<file path="src/rtl/fetch_queue_pkg.sv">
// Shared types and helpers for the instruction-fetch front end.
package fetch_pkg;

  // Canonical RISC-V nop (addi x0, x0, 0), shown to decode when no entry is valid.
  localparam logic [31:0] NOP_INSTR = 32'h0000_0013;

  localparam int unsigned DEFAULT_DEPTH           = 4;
  localparam int unsigned DEFAULT_MAX_OUTSTANDING = 2;

  // One queued fetch: the instruction word and the PC it was fetched from.
  typedef struct packed {
    logic [31:0] instr;
    logic [31:0] pc;
  } fetch_entry_t;

  // Bits needed for a counter that ranges 0..max_val inclusive.
  function automatic int unsigned cnt_width(input int unsigned max_val);
    return (max_val < 1) ? 1 : $clog2(max_val + 1);
  endfunction

  localparam int unsigned DEFAULT_COUNT_W = cnt_width(DEFAULT_DEPTH);
  localparam int unsigned DEFAULT_OUTST_W = cnt_width(DEFAULT_MAX_OUTSTANDING);

endpackage

</file>
<file path="src/rtl/fetch_queue_if.sv">
// Bundle of the fetch front end's memory, decode and redirect signals.
//
// Handshake: a request transfers on a rising edge where imem_req_valid and
// imem_req_ready are both high; imem_req_valid never depends on
// imem_req_ready. Responses have no back-pressure and return in request
// order. The decode side consumes the head on any edge where fq_valid is
// high and stall_d and redirect_valid are both low.
interface fetch_queue_if;
  logic        imem_req_valid;
  logic        imem_req_ready;
  logic [31:0] imem_req_addr;
  logic        imem_rsp_valid;
  logic [31:0] imem_rsp_data;
  logic        stall_d;
  logic        redirect_valid;
  logic [31:0] redirect_pc;
  logic        fq_valid;
  logic [31:0] fq_instr;
  logic [31:0] fq_pc;
  logic [31:0] fq_pc_plus4;

  // Fetch unit side.
  modport master (
    output imem_req_valid, imem_req_addr,
    output fq_valid, fq_instr, fq_pc, fq_pc_plus4,
    input  imem_req_ready, imem_rsp_valid, imem_rsp_data,
    input  stall_d, redirect_valid, redirect_pc
  );

  // Memory / pipeline side.
  modport slave (
    input  imem_req_valid, imem_req_addr,
    input  fq_valid, fq_instr, fq_pc, fq_pc_plus4,
    output imem_req_ready, imem_rsp_valid, imem_rsp_data,
    output stall_d, redirect_valid, redirect_pc
  );
endinterface

</file>
<file path="src/rtl/fetch_queue_fifo.sv">
// Synchronous FIFO of fetch entries; clear beats push and pop.
module fq_fifo
  import fetch_pkg::*;
#(
  parameter  int unsigned DEPTH = DEFAULT_DEPTH,
  localparam int unsigned CW    = cnt_width(DEPTH),
  localparam int unsigned PW    = (DEPTH > 1) ? $clog2(DEPTH) : 1
) (
  input  logic          clk,
  input  logic          reset,
  input  logic          push,
  input  fetch_entry_t  push_data,
  input  logic          pop,
  input  logic          clear,
  output logic [CW-1:0] count,
  output fetch_entry_t  head
);

  fetch_entry_t  mem_q [DEPTH];
  fetch_entry_t  mem_d [DEPTH];
  logic [PW-1:0] rd_ptr_q, rd_ptr_d;
  logic [PW-1:0] wr_ptr_q, wr_ptr_d;
  logic [CW-1:0] count_q, count_d;

  // Next pointers, occupancy and storage; pointers wrap naturally (DEPTH is 2^PW).
  always_comb begin
    mem_d    = mem_q;
    rd_ptr_d = rd_ptr_q;
    wr_ptr_d = wr_ptr_q;
    count_d  = count_q;
    if (clear) begin
      rd_ptr_d = '0;
      wr_ptr_d = '0;
      count_d  = '0;
    end else begin
      if (push) begin
        mem_d[wr_ptr_q] = push_data;
        wr_ptr_d        = wr_ptr_q + 1'b1;
      end
      if (pop) begin
        rd_ptr_d = rd_ptr_q + 1'b1;
      end
      case ({push, pop})
        2'b10:   count_d = count_q + 1'b1;
        2'b01:   count_d = count_q - 1'b1;
        default: count_d = count_q;
      endcase
    end
  end

  // Control state register.
  always_ff @(posedge clk) begin
    if (reset) begin
      rd_ptr_q <= '0;
      wr_ptr_q <= '0;
      count_q  <= '0;
    end else begin
      rd_ptr_q <= rd_ptr_d;
      wr_ptr_q <= wr_ptr_d;
      count_q  <= count_d;
    end
  end

  // Entry storage; contents are don't-care until counted valid.
  always_ff @(posedge clk) begin
    mem_q <= mem_d;
  end

  // Occupancy never exceeds capacity.
  always_ff @(posedge clk) begin
    if (!reset) begin
      assert (count_q <= CW'(DEPTH));
    end
  end

  assign count = count_q;
  assign head  = mem_q[rd_ptr_q];

endmodule

</file>
<file path="src/rtl/fetch_queue.sv">
// Instruction-fetch front end: owns the fetch PC, issues imem requests with
// credit-based flow control, drops wrong-path responses after a redirect and
// presents queued {instr, pc, pc+4} to decode.
module fetch_queue
  import fetch_pkg::*;
#(
  parameter int unsigned DEPTH           = DEFAULT_DEPTH,
  parameter int unsigned MAX_OUTSTANDING = DEFAULT_MAX_OUTSTANDING,
  parameter logic [31:0] RESET_PC        = 32'h0000_0000
) (
  input  logic         clk,
  input  logic         reset,
  fetch_queue_if.master bus
);

  localparam int unsigned CW = cnt_width(DEPTH);
  localparam int unsigned OW = cnt_width(MAX_OUTSTANDING);

  logic [31:0]   fpc_q, fpc_d;
  logic [31:0]   rsp_pc_q, rsp_pc_d;
  logic [OW-1:0] outstanding_q, outstanding_d;
  logic [OW-1:0] drop_cnt_q, drop_cnt_d;

  logic [CW-1:0] count;
  fetch_entry_t  head;
  fetch_entry_t  push_entry;
  logic [OW-1:0] in_flight;
  logic [31:0]   credit_used;
  logic          req_valid, issue, keep, pop, fq_valid;

  // Issue gating: a request is only sent if its response is guaranteed a queue slot.
  always_comb begin
    in_flight   = outstanding_q - drop_cnt_q;
    credit_used = 32'(count) + 32'(in_flight);
    req_valid   = !reset && !bus.redirect_valid
                  && (outstanding_q < OW'(MAX_OUTSTANDING))
                  && (credit_used < DEPTH);
    issue       = req_valid && bus.imem_req_ready;
    keep        = bus.imem_rsp_valid && (drop_cnt_q == '0) && !bus.redirect_valid;
    fq_valid    = (count != '0);
    pop         = fq_valid && !bus.stall_d && !bus.redirect_valid;
    push_entry  = '{instr: bus.imem_rsp_data, pc: rsp_pc_q};
  end

  // Next PCs and in-flight bookkeeping; a redirect overrides everything else.
  always_comb begin
    fpc_d         = fpc_q;
    rsp_pc_d      = rsp_pc_q;
    outstanding_d = outstanding_q + OW'(issue) - OW'(bus.imem_rsp_valid);
    drop_cnt_d    = drop_cnt_q;
    if (bus.redirect_valid) begin
      fpc_d      = bus.redirect_pc;
      rsp_pc_d   = bus.redirect_pc;
      // Everything still in flight after this cycle belongs to the old path.
      drop_cnt_d = outstanding_q - OW'(bus.imem_rsp_valid);
    end else begin
      if (issue) begin
        fpc_d = fpc_q + 32'd4;
      end
      if (keep) begin
        rsp_pc_d = rsp_pc_q + 32'd4;
      end else if (bus.imem_rsp_valid) begin
        drop_cnt_d = drop_cnt_q - 1'b1;
      end
    end
  end

  // Fetch state register.
  always_ff @(posedge clk) begin
    if (reset) begin
      fpc_q         <= RESET_PC;
      rsp_pc_q      <= RESET_PC;
      outstanding_q <= '0;
      drop_cnt_q    <= '0;
    end else begin
      fpc_q         <= fpc_d;
      rsp_pc_q      <= rsp_pc_d;
      outstanding_q <= outstanding_d;
      drop_cnt_q    <= drop_cnt_d;
    end
  end

  // Interface legality: no orphan responses, word-aligned redirect targets.
  always_ff @(posedge clk) begin
    if (!reset) begin
      assert (!(bus.imem_rsp_valid && (outstanding_q == '0)));
      assert (!(bus.redirect_valid && (bus.redirect_pc[1:0] != 2'b00)));
    end
  end

  fq_fifo #(.DEPTH(DEPTH)) u_fifo (
    .clk       (clk),
    .reset     (reset),
    .push      (keep),
    .push_data (push_entry),
    .pop       (pop),
    .clear     (bus.redirect_valid),
    .count     (count),
    .head      (head)
  );

  assign bus.imem_req_valid = req_valid;
  assign bus.imem_req_addr  = fpc_q;
  assign bus.fq_valid       = fq_valid;
  assign bus.fq_instr       = fq_valid ? head.instr : NOP_INSTR;
  assign bus.fq_pc          = fq_valid ? head.pc : 32'h0;
  assign bus.fq_pc_plus4    = bus.fq_pc + 32'd4;

endmodule
</file>
<file path="src/flat_wrapper.sv">
// flat-port wrapper written by rule: the top's interface ports become plain ports
module fetch_queue_flat import fetch_pkg::*;
#(
  parameter int unsigned DEPTH           = DEFAULT_DEPTH,
  parameter int unsigned MAX_OUTSTANDING = DEFAULT_MAX_OUTSTANDING,
  parameter logic [31:0] RESET_PC        = 32'h0000_0000
)
  (clk, reset, bus_imem_req_valid, bus_imem_req_addr, bus_fq_valid, bus_fq_instr, bus_fq_pc, bus_fq_pc_plus4, bus_imem_req_ready, bus_imem_rsp_valid, bus_imem_rsp_data, bus_stall_d, bus_redirect_valid, bus_redirect_pc);
  fetch_queue_if bus_i ();
  input  logic clk;
  input  logic reset;
  output wire logic [$bits(bus_i.imem_req_valid)-1:0] bus_imem_req_valid;
  output wire logic [$bits(bus_i.imem_req_addr)-1:0] bus_imem_req_addr;
  output wire logic [$bits(bus_i.fq_valid)-1:0] bus_fq_valid;
  output wire logic [$bits(bus_i.fq_instr)-1:0] bus_fq_instr;
  output wire logic [$bits(bus_i.fq_pc)-1:0] bus_fq_pc;
  output wire logic [$bits(bus_i.fq_pc_plus4)-1:0] bus_fq_pc_plus4;
  input wire logic [$bits(bus_i.imem_req_ready)-1:0] bus_imem_req_ready;
  input wire logic [$bits(bus_i.imem_rsp_valid)-1:0] bus_imem_rsp_valid;
  input wire logic [$bits(bus_i.imem_rsp_data)-1:0] bus_imem_rsp_data;
  input wire logic [$bits(bus_i.stall_d)-1:0] bus_stall_d;
  input wire logic [$bits(bus_i.redirect_valid)-1:0] bus_redirect_valid;
  input wire logic [$bits(bus_i.redirect_pc)-1:0] bus_redirect_pc;
  assign bus_imem_req_valid = bus_i.imem_req_valid;
  assign bus_imem_req_addr = bus_i.imem_req_addr;
  assign bus_fq_valid = bus_i.fq_valid;
  assign bus_fq_instr = bus_i.fq_instr;
  assign bus_fq_pc = bus_i.fq_pc;
  assign bus_fq_pc_plus4 = bus_i.fq_pc_plus4;
  assign bus_i.imem_req_ready = bus_imem_req_ready;
  assign bus_i.imem_rsp_valid = bus_imem_rsp_valid;
  assign bus_i.imem_rsp_data = bus_imem_rsp_data;
  assign bus_i.stall_d = bus_stall_d;
  assign bus_i.redirect_valid = bus_redirect_valid;
  assign bus_i.redirect_pc = bus_redirect_pc;
  fetch_queue #(.DEPTH(DEPTH), .MAX_OUTSTANDING(MAX_OUTSTANDING), .RESET_PC(RESET_PC)) u_core (.clk(clk), .reset(reset), .bus(bus_i));
endmodule
</file>
<file path="config.mk">
export PLATFORM = sky130hd
export DESIGN_NAME = fetch_queue_flat
export DESIGN_NICKNAME = d
export VERILOG_FILES = /design/src/rtl/fetch_queue_pkg.sv /design/src/rtl/fetch_queue_if.sv /design/src/rtl/fetch_queue_fifo.sv /design/src/rtl/fetch_queue.sv /design/src/flat_wrapper.sv
export SDC_FILE = /design/constraint.sdc
export NUM_CORES = 1
export LEC_CHECK = 0
export CAP_MARGIN = 10
export CORE_MARGIN = 2
export CORE_UTILIZATION = 40
export DETAILED_ROUTE_END_ITERATION = 8
export HOLD_SLACK_MARGIN = 0.12
export PLACE_DENSITY = 0.71
export SYNTH_ARGS = -nofsm -noshare
export SYNTH_HDL_FRONTEND = slang
export SYNTH_SLANG_ARGS = --single-unit
</file>
<file path="constraint.sdc">
create_clock -name clk -period 6.3 [get_ports clk]
set_input_delay 1.26 -clock clk [delete_from_list [all_inputs] [get_ports clk]]
set_output_delay 1.26 -clock clk [all_outputs]
set_load 0.03 [all_outputs]
</file>
==> results.md, run 1 <==
* Slowest cell on the critical path: clkdlybuf4s50_1
* CP Class: reg -> out
* Setup TNS at 0 ns
* Top-count cell post-synth: edfxtp_1
* Total track usage at 0.181
* GP Congestion at 0.827
* CTS Sinks at between 300 and 400
* Post-synthesis sequential area ratio at 0.613
* RR Startpoint: u_core.outstanding_q[0]$_SDFF_PP0_
* Final core occ at 0.503
* Hold crit path type: reg -> reg
* Worst Hold End: u_core.bus.imem_req_addr[1]$_SDFFE_PP0P_
* Syn Inst Count at approximately 1100
* Leakage dissipation at 6.11 nW
* Max clock buf depth at 3
* Synth Area in XOR/XNOR at 0.0409
* Number of buffers added for setup after CTS at 0
* Worst r2r path cells at 10
* HP Start: u_core.bus.imem_req_addr[1]$_SDFFE_PP0P_
* Grt total ovfl at 0
* Hold buffer count at cts at 0
* Die Width at 198 um
* Clock Skews at 0.0244 ns
* Cell taking the most area after synthesis: edfxtp_1
* Initial antenna violation count at 0
* Post-Syn Nets at 1165
* Crit path capture type: primary output
* Buffers & Inverters on Critical Path at 2
* I/O pin total at 200
* Synth top cells by count: edfxtp_1 (256), nand2_1 (91), dfxtp_1 (75), and2_1 (65), nor2_1 (58)
* Syn Area/Cell at 13.9 um^2
* Number of H-tree levels at 2
* CTS tree: built
* Synth Area in Adders at 0.0122
* Synthesis-to-finish area growth at 23.5%
* Slew HR at 0.312
* Die ar. at slightly below 40000 um^2
* Critical Path AT at about 4.4 ns
* Antenna Cells at 0
* Delay-heaviest family, CP: simple AND/OR/NAND/NOR gates
* Min cycle time layout at 5.63 ns
* Cells along the critical path: buf_4, mux4_1, nand3_1, nor4_4, nor4b_4, nand4_1, xnor2_1, clkdlybuf4s50_1
* Layout cells sized above 1 at 0.122
* Root Driver: clkbuf_16
* Period utilization at 0.894
* Data required, critical path at 5.04 ns
* Area share of the largest cell type after synthesis at 0.513
* Compound-Gate Fraction of Synth Area at 0.0541
* Final setup viols at 0
* Placed wire-length estimate at roughly 24000 um
* Num rows at 70
* I/O Buffers at 199
* Mux contribution to synthesized area at 0.117
* Filler cells at ~3100
* DR vias at between 9000 and 10000
* Max-cap violations at 0
* Vias in the first global route at 9523
* Core ar. at 36800 um^2
* Worst skew pair latency at ~0.51 ns
* Async SR Flop Fraction at 0
* Max incr delay on CP at 0.70 ns
* # resized after CTS at 0
* Netlist cell types at 68
* Drt wl/cell at about 20 um
* Clock slew at the register clock pins of the worst setup and hold paths at approximately 0.060 ns
* Syn Std Cell Area at 15000 um^2
* CP Launch Type: flip-flop
* Number of synthesized flops with an enable pin at 256
* Final wirelength at about 35000 um
* ANT nets after route at 0
* Top_reg_cell synth: edfxtp_1
* Reg-to-reg slack, setup at 3.13 ns
* CTS Buf Count at 35
* Crit. Startpoint: u_core.u_fifo.rd_ptr_q[0]$_SDFFE_PP0P_
* Final nets at between 1000 and 1500
* Iteration-0 DRC Markers at 547
* Largest family of logic cells by synthesized area: simple AND/OR/NAND/NOR gates
* Drt pass-1 iters at 5
* RSZ-0062 raised after global routing: false
* Slew Viols, Final at 0
* Hold path depth at 2
* Synth warn at 0
* First-pass GRT wire length at approximately 55000 um
* Initial Utilization at 0.407
* Worst slew pin tran at 1.03 ns
* Outcome: completed
* Remaining DRCs at 0
* VDD IR-drop max at 0.180 mV
* Final count of hold timing violations at 0
* Max Freq at around 180 MHz
* DIE HEIGHT at 198 um
* Area contributors post-synth: edfxtp_1 (51%), dfxtp_1 (10%), mux4_2 (7.8%)
* Seq cells post-synth at 331
* Worst-path maximum fanout at 31
* R2R Path End: u_core.bus.imem_req_addr[24]$_SDFFE_PP0P_
* Vias/cell at 5.41
* Power per cell area at between 200 and 300 nW/um^2
* Largest net degree at the start of global routing at 65
* Simple-gate share of the synthesized area at 0.130
-- worst min-delay path, delay by kind of cell, from the launching register on --
family | cells | cell delay, ns
compound gates | 1 | 0.05
flops | 1 | 0.31
simple gates | 1 | 0.05
-- metal layers --
metal / vias to the layer above / part of all wire / GRT usage
met5: - / 0 / 0
met4: 0 / 0.016 / 0.0393
met3: 38 / 0.086 / 0.0451
met2: 373 / 0.45 / 0.279
met1: 4688 / 0.45 / 0.259
li1: 4474 / - / -
-- flip-flops by register name, indices dropped and copies added (netlist names) --
name / count
u_core.bus.imem_req_addr: 32
u_core.u_fifo.mem_q: 256
u_core.drop_cnt_q: 2
u_core.outstanding_q: 2
u_core.rsp_pc_q: 32
u_core.u_fifo.wr_ptr_q: 2
u_core.u_fifo.count: 3
u_core.u_fifo.rd_ptr_q: 2
-- logic make-up (layout without fill, tap and decap cells) --
logic type | Yosys count | in the layout
flops | 331 | 331
buf+inv | 94 | 313
simple gates | 362 | 362
xor+xnor | 70 | 70
mux | 85 | 85
compound gates | 125 | 125
fa+ha+maj | 14 | 14
-- stage by stage --
stage                     hold slack [ns]  power, mW  std cells  instance area [um^2]  setup slack (ns)
after floorplan                     0.460       2.74       1081                 15000              1.85
after global placement              0.451       2.92       1706                 17300              1.22
after detailed placement            0.453       2.93       1706                 17300              1.09
after CTS                           0.462       5.00       1768                 18500             0.579
after global routing                0.490       5.13       1768                 18500             0.350
final                               0.462       4.96       1768                 18500             0.670
-- layout by cell type, fill, tap and decap left out, drive strengths merged, types with 40 or more instances in the layout --
| master | instances |
|---|---|
| inv | 40 |
| clkbuf | 44 |
| mux4 | 67 |
| dfxtp | 75 |
| xnor2 | 40 |
| edfxtp | 256 |
| and2 | 65 |
| clkdlybuf4s50 | 198 |
| nand2 | 92 |
| nor2 | 58 |
-- cell type report --
type	count	area [um^2]	area share
clock inverters	18	211	0.0114
repair buffers	212	2080	0.113
well taps	468	586	0.0316
inverters	39	146	0.00791
flip-flops and latches	331	9200	0.497
clock buffers	44	961	0.0519
multi-input cells	656	5320	0.287
-- power by group --
group          switching (mW)  total, mW  internal [mW]
registers              0.0609       2.48           2.42
clock network           0.826       2.08           1.25
logic                   0.226      0.403          0.177
total                    1.11       4.96           3.85
-- how the worst max path moves through the flow --
stage | to | slack [ns] | cells past startpoint
2_1_floorplan | bus_fq_pc_plus4[28] | 1.85 | 11
3_3_place_gp | bus_fq_pc_plus4[30] | 1.22 | 8
3_5_place_dp | bus_fq_pc_plus4[30] | 1.09 | 8
4_1_cts | bus_fq_pc_plus4[30] | 0.58 | 8
5_1_grt | bus_fq_pc_plus4[30] | 0.35 | 8
6_report | bus_fq_pc_plus4[30] | 0.67 | 8
Note: power is estimated with default switching activity, not from simulation.
==> run 2: changes to the inputs <==
--- a/config.mk
+++ b/config.mk
@@ -6,11 +6,14 @@
 export NUM_CORES = 1
 export LEC_CHECK = 0
 export CAP_MARGIN = 10
+export CELL_PAD_IN_SITES_DETAIL_PLACEMENT = 1
+export CELL_PAD_IN_SITES_GLOBAL_PLACEMENT = 1
 export CORE_MARGIN = 2
 export CORE_UTILIZATION = 40
 export DETAILED_ROUTE_END_ITERATION = 8
 export HOLD_SLACK_MARGIN = 0.12
-export PLACE_DENSITY = 0.71
+export PLACE_DENSITY = 0.82
 export SYNTH_ARGS = -nofsm -noshare
 export SYNTH_HDL_FRONTEND = slang
+export SYNTH_HIERARCHICAL = 1
 export SYNTH_SLANG_ARGS = --single-unit
==> run 2 against run 1 <==
Effect of this change: sequential share of layout area rose by 1.2 points; largest cell class unchanged; die area decreased by 3.6%; first-iteration DRC count up 7.7%; highest routed layer unchanged.
==> results.md, run 2 <==
* Clock power frac at 0.433 (+0.014)
* DR vias at 9477 (-1.0%)
* Max clock buf depth at 3 (unchanged)
* First-pass GRT wire length at 59600 um (+9.0%)
* Max incr delay on CP at 0.75 ns (+0.05 ns)
* Switching fraction of total power at 0.223 (-0.00171)
* Setup TNS at 0 ns (unchanged)
* Synth top cells by count: edfxtp_1 (256), dfxtp_1 (75), and2_1 (66), mux4_2 (64), nand2_1 (62)
* Placed insts at 1634 (-4.2%)
* RSZ-0062 raised after global routing: false
* Worst-path maximum fanout at 32 (+3.2%)
* VDD IR-drop max at 0.172 mV (-4.4%)
* Final core occ at 0.508 (+0.00506)
* Leading cell type in the layout, fill and taps excluded: edfxtp_1
* Final worst slack at 0.771 ns (+0.101 ns)
* CP Class: reg -> out
* I/O Buffers at 199 (unchanged)
* Root Driver: clkbuf_16
* Data required, critical path at 5.04 ns (about the same)
* Vias/cell at 5.56 (+2.8%)
* Synthesis-to-finish area growth at 25.2%
* Outcome: completed
* WL met3 at 2590 um (-14%)
* Finished Layout Cells at 1703 (-3.7%)
* Top-count cell post-synth: edfxtp_1
* Cells along the critical path: mux4_2, nand2_1, inv_1, ha_1, nand4_1, nor3_1, nand3_1, nor4_1, xor2_1, clkdlybuf4s50_1
* Post-Syn Nets at 1099 (-5.7%)
* Remaining DRCs at 0 (unchanged)
* CTS tree: built
* Top_reg_cell synth: edfxtp_1
* Iteration-0 DRC Markers at 589 (+7.7%)
* Clock Skews at 0.0272 ns (+0.00278 ns)
* Number of H-tree levels at 2 (unchanged)
* Drt wl/cell at 22.6 um (+13%)
* Slew Viols, Final at 0 (unchanged)
* Final nets at 1298 (-4.5%)
* Placed wire-length estimate at 25500 um (+7.5%)
* Post-synthesis sequential area ratio at 0.637 (+0.0234)
* Worst r2r path cells at 11 (+1)
* Period utilization at 0.878 (-0.0161)
* Worst slew pin tran at 1.04 ns (+0.0112 ns)
* Min cycle time layout at 5.53 ns (-0.101 ns)
* Comb power frac at 0.075 (-0.006)
* Netlist cell types at 59 (-13%)
* Drt pass-1 iters at 5 (unchanged)
* Die ar. at 37600 um^2 (-3.6%)
* Filler cells at 3528 (+13%)
* DR top layer: met4
* Number of buffers added for setup after CTS at 0 (unchanged)
* DIE HEIGHT at 194 um (-1.8%)
* Most frequent cells in the layout: edfxtp_1 (256), clkdlybuf4s50_1 (198), dfxtp_1 (73)
* P_sw at 1.11 mW (about the same)
* # resized after CTS at 0 (unchanged)
* Power per cell area at 277 nW/um^2 (+3.3%)
* Hold path depth at 2 (unchanged)
* Layout cells sized above 1 at 0.123 (+0.00175)
* Most flops, register: u_core/u_fifo/mem_q
* Fin area at 18100 um^2 (-2.3%)
* Vias in the first global route at 10000 (+5.2%)
* Initial Utilization at 0.406 (-0.00152)
* CP Launch Type: flip-flop
* I/O pin total at 200 (unchanged)
* Number of synthesized flops with an enable pin at 256 (unchanged)
* Syn Area/Cell at 14.2 um^2 (+2.7%)
* Metal2 WL at 18100 um (+14%)
* ANT nets after route at 0 (unchanged)
* Area share of the largest cell type after synthesis at 0.533 (+0.0195)
* Syn Inst Count at 1014 (-6.2%)
* Grt total ovfl at 0 (unchanged)
* CTS Sinks at 331 (unchanged)
* GP Congestion at 0.812 (-1.8%)
* Number of flip-flops in the largest register at 256 (unchanged)
* Syn Std Cell Area at 14400 um^2 (-3.7%)
* Post-placement cell area at 16800 um^2 (-2.9%)
* Final setup viols at 0 (unchanged)
* Initial antenna violation count at 1 (+1)
* Hold slack at 0.466 ns (+0.00488 ns)
* Seq cells post-synth at 331 (unchanged)
* CTS Buf Count at 37 (+5.7%)
* Critical Path AT at 4.27 ns (-0.10 ns)
* Area contributors post-synth: edfxtp_1 (53%), dfxtp_1 (10%), mux4_2 (10%)
* Hold crit path type: reg -> reg
* Num rows at 69 (-1.4%)
* Leakage dissipation at 5.90 nW (-3.3%)
* Synth warn at 6 (+6)
* Seq pwr share at 0.492 (-0.008)
* Core ar. at 35600 um^2 (-3.3%)
* Slew HR at 0.305 (-0.00744)
* Final wirelength at 38400 um (+8.5%)
* Met1 WL at 16900 um (+5.4%)
* DP Worst Slack at 1.17 ns (+0.0851 ns)
* Largest net degree at the start of global routing at 65 (unchanged)
* Worst skew pair latency at 0.52 ns (about the same)
* Hold buffer count at cts at 0 (unchanged)
* Crit path capture type: primary output
* Cell taking the most area after synthesis: edfxtp_1
* Max Freq at 181 MHz (+1.8%)
* Final count of hold timing violations at 0 (unchanged)
* Int Power at 3.89 mW (+1.1%)
* Slowest cell on the critical path: dfxtp_4
* Die Width at 194 um (-1.8%)
* Clock slew at the register clock pins of the worst setup and hold paths at 0.05 ns (about the same)
* Total track usage at 0.202 (+0.0212)
* Power Total at 5.00 mW (+0.85%)
* Max-cap violations at 0 (unchanged)
* Async SR Flop Fraction at 0 (unchanged)
==> run 2: changes by cell type in the layout (fill, tap and decap cells not counted), sizes merged, moves of 9 or more <==
| cell | before | now |
|---|---|---|
| inv | 40 | 30 |
| xor2 | 30 | 41 |
| nand2 | 92 | 62 |
| mux2i | 13 | 4 |
| o21ai | 24 | 13 |
| xnor2 | 40 | 30 |
==> run 2: final cells by class <==
type / instances / area (um^2) / area share
sequential: 331 / 9190 / 0.509
inverter: 31 / 116 / 0.00644
antenna: 1 / 2.50 / 0.000138
tap: 461 / 577 / 0.0319
multi-input combinational: 603 / 4880 / 0.270
timing repair buffer: 209 / 2060 / 0.114
clock buffer: 50 / 1040 / 0.0574
clock inverter: 17 / 199 / 0.0110
==> run 2: worst paths after layout <==
path	to	slack (ns)	start
hold / removal	u_core/bus.imem_req_addr[1]$_SDFFE_PP0P_	0.47	u_core/bus.imem_req_addr[1]$_SDFFE_PP0P_
hold reg to reg	u_core/bus.imem_req_addr[1]$_SDFFE_PP0P_	0.47	u_core/bus.imem_req_addr[1]$_SDFFE_PP0P_
setup reg to reg	u_core/bus.imem_req_addr[18]$_SDFFE_PP0P_	2.62	u_core/outstanding_q[0]$_SDFF_PP0_
setup / recovery	bus_fq_pc_plus4[30]	0.77	u_core/u_fifo/rd_ptr_q[0]$_SDFFE_PP0P_
==> run 2: kinds of logic (layout without fill, tap and decap cells) <==
kind of cell             count (synthesis)  after routing  synth area share
AND/OR/NAND/NOR                        335            335             0.126
flip-flops                             331            331             0.637
AO/OA/AOI/OAI                          110            110            0.0496
buffers and inverters                   80            307            0.0255
multiplexers                            72             72             0.106
XOR/XNOR                                71             71            0.0431
adder cells (fa/ha/maj)                 15             15            0.0135
other                                    0              1                 0
==> run 2: power by group through the flow <==
stage | Clock (mW) | Combinational [mW] | Sequential (mW)
final | 2.16 | 0.376 | 2.46
after detailed placement | 0 | 0.372 | 2.51
after CTS | 2.21 | 0.377 | 2.46
after global routing | 2.28 | 0.404 | 2.47
after floorplan | 0 | 0.186 | 2.51
after global placement | 0 | 0.361 | 2.50
==> run 2: routing by layer <==
metal,track usage,up-vias
met4,0.0485,0
met5,0,-
met2,0.328,401
li1,-,4248
met1,0.284,4764
met3,0.0370,64
==> run 2: critical path: cells and delay by family, from the launching register on <==
kind,cells,cell delay (ns)
and+or+nand+nor,5,1.42
buffers and inverters,2,0.79
DFF,1,0.75
muxes,1,0.39
adders and majority gates,1,0.24
xor gates and xnor gates,1,0.17
